<file path="config.mk">
export PLATFORM = sky130hd
export DESIGN_NAME = fpu_vector_issue_flat
export DESIGN_NICKNAME = d
export VERILOG_FILES = /design/src/rtl/fpu_pkg.sv /design/src/rtl/fpu_vector_issue_if.sv /design/src/rtl/fpu_vector_issue.sv /design/src/flat_wrapper.sv
export SDC_FILE = /design/constraint.sdc
export NUM_CORES = 1
export LEC_CHECK = 0
export BUFFER_PORTS_ARGS = -buffer_cell sky130_fd_sc_hd__buf_2
export CORE_UTILIZATION = 28
export DETAILED_ROUTE_END_ITERATION = 8
export PLACE_DENSITY_LB_ADDON = 0.08
export SKIP_CTS_REPAIR_TIMING = 1
export SLEW_MARGIN = 40
export SYNTH_ARGS = -nofsm -noshare
export SYNTH_HDL_FRONTEND = slang
export SYNTH_SLANG_ARGS = --single-unit
export TNS_END_PERCENT = 50
</file>
<file path="constraint.sdc">
create_clock -name CLK -period 4.24 [get_ports CLK]
set_clock_uncertainty 0.2 [all_clocks]
set_input_delay 0.212 -clock CLK [delete_from_list [all_inputs] [get_ports CLK]]
set_output_delay 0.212 -clock CLK [all_outputs]
set_load 0.005 [all_outputs]
</file>
<file path="src/rtl/fpu_pkg.sv">
// ============================================================================
//  Module      : fpu_pkg
//  Description : Shared opcode/state encodings and constants for the vector
//                FPU issue block.
//  Revision    : 1.0  initial release
// ============================================================================
`default_nettype none

package fpu_pkg;

   typedef enum logic [1:0] {
      ADD = 2'b00,
      SUB = 2'b01,
      DIV = 2'b10,
      MUL = 2'b11
   } fpu_op_e;

   typedef enum logic [1:0] {
      IDLE  = 2'b00,
      ISSUE = 2'b01,
      GAP   = 2'b10,
      DONE  = 2'b11
   } fsm_state_e;

   localparam logic [31:0] FP_QNAN = 32'h7FC0_0000;

endpackage

`default_nettype wire

</file>
<file path="src/rtl/fpu_vector_issue_if.sv">
// ============================================================================
//  Module      : fpu_vector_issue_if
//  Description : Handshake bundle between the vector issue block (master)
//                and the scalar FPU (slave).
//  Revision    : 1.0  initial release
// ============================================================================
`default_nettype none

interface fpu_vector_issue_if;
   logic        fpu_enable;
   logic [31:0] fpu_A;
   logic [31:0] fpu_B;
   logic [1:0]  fpu_opcode;
   logic        fpu_ready;
   logic [31:0] fpu_O;

   modport master (
      output fpu_enable, fpu_A, fpu_B, fpu_opcode,
      input  fpu_ready, fpu_O
   );

   modport slave (
      input  fpu_enable, fpu_A, fpu_B, fpu_opcode,
      output fpu_ready, fpu_O
   );
endinterface

`default_nettype wire

</file>
<file path="src/rtl/fpu_vector_issue.sv">
// ============================================================================
//  Module      : fpu_vector_issue
//  Description : Serialises a LANES-wide vector op onto one scalar FPU, one
//                element at a time, with a one-cycle idle gap between lanes.
//                Optional macro FPU_TIMEOUT_EN adds a per-lane ready timeout.
//  Revision    : 1.0  initial release
// ============================================================================
`default_nettype none

module fpu_vector_issue
   import fpu_pkg::*;
#(
   parameter int LANES          = 4,
   parameter int TIMEOUT_CYCLES = 64
) (
   input  logic                CLK,
   input  logic                reset,
   input  logic                start,
   input  logic [1:0]          opcode,
   input  logic [32*LANES-1:0] VA,
   input  logic [32*LANES-1:0] VB,
   fpu_vector_issue_if.master  fpu,
   output logic                busy,
   output logic                done,
   output logic                error,
   output logic [32*LANES-1:0] VO
);

   localparam int                 c_IDX_W = (LANES > 1) ? $clog2(LANES) : 1;
   localparam logic [c_IDX_W-1:0] c_LAST  = c_IDX_W'(LANES - 1);

   fsm_state_e          r_state;
   fsm_state_e          w_next;
   logic [c_IDX_W-1:0]  r_idx;
   logic [32*LANES-1:0] r_va;
   logic [32*LANES-1:0] r_vb;
   logic [32*LANES-1:0] r_vo;
   fpu_op_e             r_op;
   logic                w_accept;
   logic                w_timeout;
   logic                w_capture;
   logic [31:0]         w_lane_a;
   logic [31:0]         w_lane_b;

   assign w_accept  = (r_state == IDLE) && start;
   assign w_lane_a  = r_va[32*r_idx +: 32];
   assign w_lane_b  = r_vb[32*r_idx +: 32];
   assign w_capture = (r_state == ISSUE) && (fpu.fpu_ready || w_timeout);

`ifdef FPU_TIMEOUT_EN
   localparam int c_CNT_W = $clog2(TIMEOUT_CYCLES + 1);

   logic [c_CNT_W-1:0] r_tmo_cnt;
   logic               r_error;

   // Fires on the TIMEOUT_CYCLES-th ISSUE cycle of a lane that never saw ready.
   assign w_timeout = (r_state == ISSUE) && !fpu.fpu_ready &&
                      (r_tmo_cnt == c_CNT_W'(TIMEOUT_CYCLES - 1));

   always_ff @(posedge CLK or negedge reset) begin
      if (!reset) begin
         r_tmo_cnt <= '0;
         r_error   <= 1'b0;
      end else begin
         if ((r_state == ISSUE) && !w_capture)
            r_tmo_cnt <= r_tmo_cnt + 1'b1;
         else
            r_tmo_cnt <= '0;

         if (w_accept)
            r_error <= 1'b0;
         else if (w_timeout)
            r_error <= 1'b1;
      end
   end

   assign error = r_error;
`else
   assign w_timeout = 1'b0;
   assign error     = 1'b0;
`endif

   always_ff @(posedge CLK or negedge reset) begin
      if (!reset)
         r_state <= IDLE;
      else
         r_state <= w_next;
   end

   always_comb begin
      w_next         = r_state;
      fpu.fpu_enable = 1'b0;
      fpu.fpu_A      = '0;
      fpu.fpu_B      = '0;
      fpu.fpu_opcode = '0;
      case (r_state)
         IDLE: begin
            if (start)
               w_next = ISSUE;
         end
         ISSUE: begin
            fpu.fpu_enable = 1'b1;
            fpu.fpu_A      = w_lane_a;
            fpu.fpu_B      = w_lane_b;
            fpu.fpu_opcode = r_op;
            if (w_capture)
               w_next = (r_idx == c_LAST) ? DONE : GAP;
         end
         GAP:     w_next = ISSUE;
         DONE:    w_next = IDLE;
         default: w_next = IDLE;
      endcase
   end

   always_ff @(posedge CLK or negedge reset) begin
      if (!reset) begin
         r_idx <= '0;
         r_va  <= '0;
         r_vb  <= '0;
         r_op  <= ADD;
         r_vo  <= '0;
      end else begin
         if (w_accept) begin
            r_va  <= VA;
            r_vb  <= VB;
            r_op  <= fpu_op_e'(opcode);
            r_idx <= '0;
         end
         if (w_capture)
            r_vo[32*r_idx +: 32] <= w_timeout ? FP_QNAN : fpu.fpu_O;
         if (r_state == GAP)
            r_idx <= r_idx + 1'b1;
      end
   end

   assign busy = (r_state != IDLE);
   assign done = (r_state == DONE);
   assign VO   = r_vo;

endmodule

`default_nettype wire

</file>
<file path="src/flat_wrapper.sv">
// flat-port wrapper written by rule: the top's interface ports become plain ports
module fpu_vector_issue_flat import fpu_pkg::*;
#(
   parameter int LANES          = 4,
   parameter int TIMEOUT_CYCLES = 64
)
  (CLK, reset, start, opcode, VA, VB, busy, done, error, VO, fpu_fpu_enable, fpu_fpu_A, fpu_fpu_B, fpu_fpu_opcode, fpu_fpu_ready, fpu_fpu_O);
  fpu_vector_issue_if fpu_i ();
  input  logic CLK;
  input  logic reset;
  input  logic start;
  input  logic [1:0] opcode;
  input  logic [32*LANES-1:0] VA;
  input  logic [32*LANES-1:0] VB;
  output logic busy;
  output logic done;
  output logic error;
  output logic [32*LANES-1:0] VO;
  output wire logic [$bits(fpu_i.fpu_enable)-1:0] fpu_fpu_enable;
  output wire logic [$bits(fpu_i.fpu_A)-1:0] fpu_fpu_A;
  output wire logic [$bits(fpu_i.fpu_B)-1:0] fpu_fpu_B;
  output wire logic [$bits(fpu_i.fpu_opcode)-1:0] fpu_fpu_opcode;
  input wire logic [$bits(fpu_i.fpu_ready)-1:0] fpu_fpu_ready;
  input wire logic [$bits(fpu_i.fpu_O)-1:0] fpu_fpu_O;
  assign fpu_fpu_enable = fpu_i.fpu_enable;
  assign fpu_fpu_A = fpu_i.fpu_A;
  assign fpu_fpu_B = fpu_i.fpu_B;
  assign fpu_fpu_opcode = fpu_i.fpu_opcode;
  assign fpu_i.fpu_ready = fpu_fpu_ready;
  assign fpu_i.fpu_O = fpu_fpu_O;
  fpu_vector_issue #(.LANES(LANES), .TIMEOUT_CYCLES(TIMEOUT_CYCLES)) u_core (.CLK(CLK), .reset(reset), .start(start), .opcode(opcode), .VA(VA), .VB(VB), .fpu(fpu_i), .busy(busy), .done(done), .error(error), .VO(VO));
endmodule
</file>
After elaboration in Yosys (flattened, before gate mapping)
Cells that the tools add are included.
{"block": "classes", "add_sub_neg": 2, "eq_ne": 6, "shifts": 4, "n_mux": 11, "n_reduce_logical": 6}
{"cell": "$shiftx A128 B8 Y32", "count": 2}
{"cell": "$bwmux W128", "count": 1}
{"cell": "$shift A32 B34 Y128 const A", "count": 1}
{"cell": "$shiftx A32 B34 Y128", "count": 1}
{"cell": "$mux W32", "count": 2}
{"cell": "$neg A7 Y34", "count": 1}
{"cell": "$mux W2", "count": 5}
{"cell": "$pmux W2 S4", "count": 1}
{"cell": "$eq A2 B2 Y1 const B", "count": 3}
{"cell": "$reduce_bool A2 Y1", "count": 2}
{"cell": "$add A2 B1 Y2 const B", "count": 1}
{"cell": "$eq A2 B1 Y1 const B", "count": 1}
{"cell": "$logic_and A1 B1 Y1", "count": 2}
{"cell": "$logic_not A2 Y1", "count": 1}
{"cell": "$mux W1", "count": 2}
{"cell": "$ne A2 B1 Y1 const B", "count": 1}
{"cell": "$ne A2 B2 Y1 const B", "count": 1}
{"cell": "$reduce_and A2 Y1", "count": 1}
{"block": "totals", "regBits": 390, "in_bits": 294, "output_inout_bits": 198, "elab_cells": 35}

Depth between registers and ports, before layout
Gate-level depths: netlist of run 1.
{"block": "depth", "word_depth": 4, "ltp_mapped": 9}

Worst setup path after synthesis of run 1
No wires, ideal clock.
{"block": "synth_timing", "path_type": "register to register", "from": "register u_core.r_idx[1]", "to": "register u_core.r_vo[100] (netlist: u_core.VO[100])", "setup_time_ns": 0.065, "arrival_ns": 2.250, "required_time_ns": 3.975, "slack_ns": 1.724, "path_stages_with_launch": 9, "n_path_buf": 3, "period_less_slack_ns": 2.516, "path_cell_list": "dfrtp_1 > buf_2 > buf_1 > inv_1 > ha_1 > or2_2 > nor4_4 > buf_2 > a22o_1"}
{"block": "synth_between", "elab_chain_len": 3, "elab_cells_between_ends": 4}
{"item": "from (decl)", "line_no": "fpu_vector_issue.sv:34", "rtl": "logic [c_IDX_W-1:0] r_idx;"}
{"item": "from (signal assigned)", "line_no": "fpu_vector_issue.sv:132", "rtl": "r_idx <= r_idx + 1'b1;"}
{"item": "$neg A7 Y34 (*)", "line_no": "fpu_vector_issue.sv:130", "rtl": "r_vo[32*r_idx +: 32] <= w_timeout ? FP_QNAN : fpu.fpu_O;"}
{"item": "$shiftx A32 B34 Y128 / $shift A32 B34 Y128 (equally long branches)", "line_no": "fpu_vector_issue.sv:130"}
{"item": "$bwmux W128 (*)", "line_no": "fpu_vector_issue.sv:130"}
{"item": "to (signal, indexed assignment)", "line_no": "fpu_vector_issue.sv:130"}
{"item": "to (decl)", "line_no": "fpu_vector_issue.sv:37", "rtl": "logic [32*LANES-1:0] r_vo;"}
Every way passes the cells marked *; elsewhere a longest branch is shown, timed or not.
A chain may end at the register's enable or synchronous reset.

Worst setup path after layout of run 1
{"block": "layout_timing", "from": "register u_core.r_idx[0]", "to": "output fpu_fpu_B[27]"}
{"block": "layout_between", "elab_chain_len": 2}
{"item": "$shiftx A128 B8 Y32", "line_no": "fpu_vector_issue.sv:47", "rtl": "assign w_lane_b = r_vb[32*r_idx +: 32];"}
{"item": "$mux W32", "line_no": "fpu_vector_issue.sv:96", "rtl": "case (r_state)"}
{"item": "to (decl)", "line_no": "flat_wrapper.sv:21", "rtl": "output wire logic [$bits(fpu_i.fpu_B)-1:0] fpu_fpu_B;"}
No other way between the ends.

==> flow_summary.ini, run 1 <==
[worst_setup_path]
startpoint_type = flop
critPathArrivalTime_ns = 2.76
regToRegSetupSlack_ns = 1.35
worstSetupEndpointType = output pin
crit_required_ns = 3.83
cp_max_fo = 52
critPathKind = flop to output pin

[floorplanning]
top_level_ports = 492
die_w_um = 246
die_y_um = 246
die_area_sq_mm = 0.0604
core_area_sq_mm = 0.0581
initial_core_util = 0.286
fp-row-count = 88

[clocking]
cts.clk_slew.worst_paths_ns = 0.06
cts_sinks = 390
clk-insertion-delay-late_ns = 0.57
numCtsBuffers = 48
root_buffer = clkbuf_16
cts_tree = yes
htree_levels = 2
cts_buffer_depth = 3

[drt]
dr.first_iter.drc_count = 470
vias_per_cell = 4.51
ant_nets = 0
drc = 0
wire_per_inst_um = 19.7
via_count = 12030
wl_um = 52700
dr.pass1.iters = 4

[yosys]
synth_mux_area_frac = 0.261
synth_top_family_by_area = multiplexers
ys_types = 27
yosysSeqAreaShare = 0.587
yosys_warnings = 0
synth_common_cells = dfrtp_1, mux2_2, a22o_1, and2_1, nand2_1
synth_edf_count = 0
ys_ff_latch = 390
synth.net_count = 1385
yosysMostFrequentCell = dfrtp_1
syn-cell-area_sq_mm = 0.0166
synth_cells = 1085
yosysTopAreaCell = dfrtp_1
synth.area.top_cells = dfrtp_1, mux2_2, mux4_2
synth_top_area_share = 0.587
ys_async_sr_fraction = 1.00
ys.flop_type = dfrtp_1
yosys.area_share.simple = 0.0506
syn_avg_cell_area_sq_um = 15.3
synthAdderAreaFrac = 0.00451
yosys.area_share.xor_xnor = 0
synth_compound_area_frac = 0.0616

[sta]
fmax_mhz = 315
period_minus_slack_ns = 3.17
slew_violations = 0
worstMarginPinSlew_ns = 0.613
setup_viol = 0
slew_headroom = 0.592
rsz0062_at_grt = false
finalCritPeriodShare = 0.748
holdWs_ns = 0.192
finalHoldViolations = 0
setup_tns_ns = 0

[layout]
fillers = 5548
syn2layout_area_growth_pct = 46.7
utilization = 0.420
final_nets = 2164
multi_input_area_sq_mm = 0.00631
drive_gt1_frac = 0.468
regArea_sq_mm = 0.00977

[hold_path]
hold_class = input port to flop

[run_status]
status = finished, final reports clean

[placement]
portBuffers = 490
dp_hpwl_um = 35300
place.gp.congestion = 0.772

[global_route]
antenna_found_initial = 9
grt_pass1_wl_um = 76800
grt_overflow = 0
grt_pass1_vias = 11812
grt_max_degree = 101
track_usage = 0.170

[power_and_ir_drop]
p_leak_nw = 11.3
p_per_area_mw_per_mm2 = 637
irDropWorstVdd_v = 0.000292

[job]
drv_cap = 0
-- layout make-up --
| class | count | area share |
|---|---|---|
| clock inverters | 9 | 0.00744 |
| flip-flops and latches | 390 | 0.400 |
| multi-input cells | 609 | 0.259 |
| clock buffers | 75 | 0.0592 |
| diodes | 7 | 0.000718 |
| well taps | 765 | 0.0392 |
| inverters | 5 | 0.000769 |
| repair buffers | 810 | 0.234 |
-- stage by stage --
step	setup WS [ns]	cell area, sq um	total power (W)	instances
2_1_floorplan	1.72	16600	0.00946	1085
3_3_place_gp	1.27	19800	0.0112	2283
3_5_place_dp	1.27	19800	0.0112	2284
4_1_cts	0.910	21400	0.0156	2368
5_1_grt	0.864	24400	0.0166	2669
6_report	1.07	24400	0.0155	2670
-- registers in the layout, summed over array words and instances, names as in the netlist --
register / count
u_core.r_vb: 128
u_core.r_va: 128
u_core.r_idx: 2
u_core.r_state: 2
u_core.r_op: 2
u_core.VO: 128
-- report_power, final --
part	leakage [nW]	internal [W]	switching (W)	total (W)
logic	5.69	0.00308	0.00219	0.00527
clock network	0.795	0.00263	0.00162	0.00425
registers	4.82	0.00518	0.000825	0.00601
total	11.3	0.0109	0.00464	0.0155
-- critical path: stages (launching register included) --
cell     delay [ns]
dfrtp_4        0.74
buf_12         0.39
mux4_2         0.60
and2_1         0.17
buf_2          0.13
-- kinds of logic (layout without fill, tap and decap cells) --
kind of cell    Yosys count  in the layout
compound gates          132            132
simple gates            148            148
buf+inv                  86            899
mux                     322            322
fa+ha+maj                 6              6
flops                   390            390
other cells               1              8
-- placed cells by master, fill, tap and decap left out, types with 6 or more instances in the layout --
master / n
clkbuf_8: 10
nand2_1: 67
mux2_1: 30
buf_4: 18
buf_2: 489
clkbuf_16: 50
ha_1: 6
dfrtp_1: 388
dlygate4sd3_1: 294
and2_1: 68
mux2_2: 228
mux4_2: 64
o21ai_0: 35
buf_12: 6
clkbuf_1: 15
a22o_1: 96
diode_2: 7
-- final timing paths --
check	start	end	depth (start not counted)
min reg2reg	u_core.VO[3]$_DFFE_PN0P_	u_core.VO[3]$_DFFE_PN0P_	2
max in group asynchronous	reset	u_core.VO[50]$_DFFE_PN0P_	5
min in group asynchronous	reset	u_core.r_va[12]$_DFFE_PN0P_	3
max	u_core.r_idx[0]$_DFFE_PN0P_	fpu_fpu_B[27]	4
max reg2reg	u_core.r_idx[0]$_DFFE_PN0P_	u_core.VO[98]$_DFFE_PN0P_	7
min	VA[61]	u_core.r_va[61]$_DFFE_PN0P_	3
-- metal layers --
layer / GRT usage / up-vias / wire length (um)
met5: 0 / - / 23
met4: 0.0490 / 4 / 1150
met3: 0.0551 / 77 / 3300
met2: 0.268 / 338 / 25300
met1: 0.221 / 6055 / 23000
li1: - / 5556 / -
(Power assumes the default switching activity.)
==> run 2, diff against run 1 <==
==> constraint.sdc (replaced) <==
create_clock -name CLK -period 2.8 [get_ports CLK]
set_clock_uncertainty 0.2 [all_clocks]
set_input_delay 0.14 -clock CLK [delete_from_list [all_inputs] [get_ports CLK]]
set_output_delay 0.14 -clock CLK [all_outputs]
set_load 0.005 [all_outputs]
==> run 2 against run 1 <==
Compared with the run above:
- register-to-register slack got worse by 0.99 ns
- sequential power increased by 49%
- critical path depth unchanged
- via count increased by 1.3%
- wire length increased by 1.8%
- highest routed layer unchanged
- sequential share of layout area decreased by 0.48 points
- combinational power increased by 58%
- clock power increased by 56%
- final area increased by 1.2%
- hold slack got worse by 0.17 ns
- count of clock-buffer cells in the layout decreased by 6
- setup slack got worse by 0.93 ns
==> flow_summary.ini, run 2 (synthesis results as in run 1) <==
[sta]
finalCritPeriodShare = 0.950
setup_viol = 0
slew_headroom = 0.641
fmax_mhz = 376
final.setup.worst_slack_ns = 0.139
worstMarginPinSlew_ns = 0.539
period_minus_slack_ns = 2.66
rsz0062_at_grt = false
finalHoldViolations = 0
slew_violations = 0

[clocking]
cts.clk_slew.worst_paths_ns = 0.06
cts_buffer_depth = 3
cts_sinks = 390
root_buffer = clkbuf_16
numCtsBuffers = 48
cts_tree = yes
clk-insertion-delay-late_ns = 0.59
htree_levels = 2

[worst_setup_path]
critPathKind = flop to output pin
worstSetupEndpointType = output pin
startpoint_type = flop
r2r_start = u_core.r_idx[0]$_DFFE_PN0P_
cp_max_fo = 27
critPathArrivalTime_ns = 2.32
startpoint = u_core.r_idx[0]$_DFFE_PN0P_
crit_required_ns = 2.46
regToRegSetupSlack_ns = 0.36

[job]
drv_cap = 0

[floorplanning]
die_area_sq_mm = 0.0604
fp-row-count = 88
die_y_um = 246
core_area_sq_mm = 0.0581
die_w_um = 246
initial_core_util = 0.286
top_level_ports = 492

[layout]
syn2layout_area_growth_pct = 48.5
drive_gt1_frac = 0.476
final_nets = 2172
fillers = 5490
utilization = 0.425
final_common_cell = buf_2
layout_common_cells = buf_2, dfrtp_1, dlygate4sd3_1

[power_and_ir_drop]
p_leak_nw = 11.4
power_w = 0.0239
p_per_area_mw_per_mm2 = 970
irDropWorstVdd_v = 0.000503

[hold_path]
hold_class = input port to async pin

[drt]
ant_nets = 0
wl_um = 53700
via_count = 12183
drc = 0
vias_per_cell = 4.55
dr.first_iter.drc_count = 492
wire_per_inst_um = 20.0
dr.pass1.iters = 4

[global_route]
track_usage = 0.170
grt_pass1_wl_um = 77500
grt_max_degree = 93
antenna_found_initial = 7
grt_pass1_vias = 11897
grt_overflow = 0

[run_status]
status = finished, final reports clean

[placement]
dp_hpwl_um = 35300
preCtsSetupSlack_ns = 0.389
place.gp.congestion = 0.763
portBuffers = 490
-- run 2: worst paths after layout --
path	end	cells past startpoint
hold reg to reg	u_core.VO[7]$_DFFE_PN0P_	2
hold / removal	u_core.VO[60]$_DFFE_PN0P_	3
setup reg to reg	u_core.VO[5]$_DFFE_PN0P_	6
max in group asynchronous	u_core.r_vb[8]$_DFFE_PN0P_	4
min in group CLK	u_core.r_va[50]$_DFFE_PN0P_	3
setup / recovery	fpu_fpu_B[27]	4
-- run 2: worst max-delay path, stage by stage, from the launching register on --
cell     delay, ns
dfrtp_4       0.55
buf_16        0.27
mux4_2        0.56
and2_1        0.18
buf_2         0.14
-- run 2: per-stage QoR --
stage | area (sq um) | instances | TNS [ns] | hold WS [ns]
after floorplan | 16600 | 1085 | 0 | -0.356
after global placement | 20000 | 2292 | 0 | -0.0703
after detailed placement | 20000 | 2292 | 0 | -0.0549
after CTS | 21700 | 2377 | -3.08 | -0.688
after global routing | 24700 | 2676 | 0 | 0.00622
final | 24700 | 2677 | 0 | 0.0207
-- run 2: cell type report --
type                       count  area (sq um)  area share
tap                          765           957      0.0388
clock inverter                16           263      0.0106
antenna                        5          12.5    0.000507
clock buffer                  69          1430      0.0579
inverter                       5          18.8    0.000760
timing repair buffer         818          5930       0.240
multi-input combinational    609          6310       0.255
sequential                   390          9770       0.396
-- run 2: where the power goes --
part           internal (W)  switching [W]
registers           0.00785        0.00112
logic               0.00481        0.00353
clock network       0.00410        0.00253
total                0.0168        0.00717
-- run 2: layer usage --
metal	GRT usage	vias to the layer above	wire, um	part of all wire
li1	-	5555	-	-
met1	0.221	6211	23500	0.44
met2	0.273	342	25600	0.48
met3	0.0538	71	3320	0.062
met4	0.0466	4	1190	0.022
met5	0	-	27	0.00050
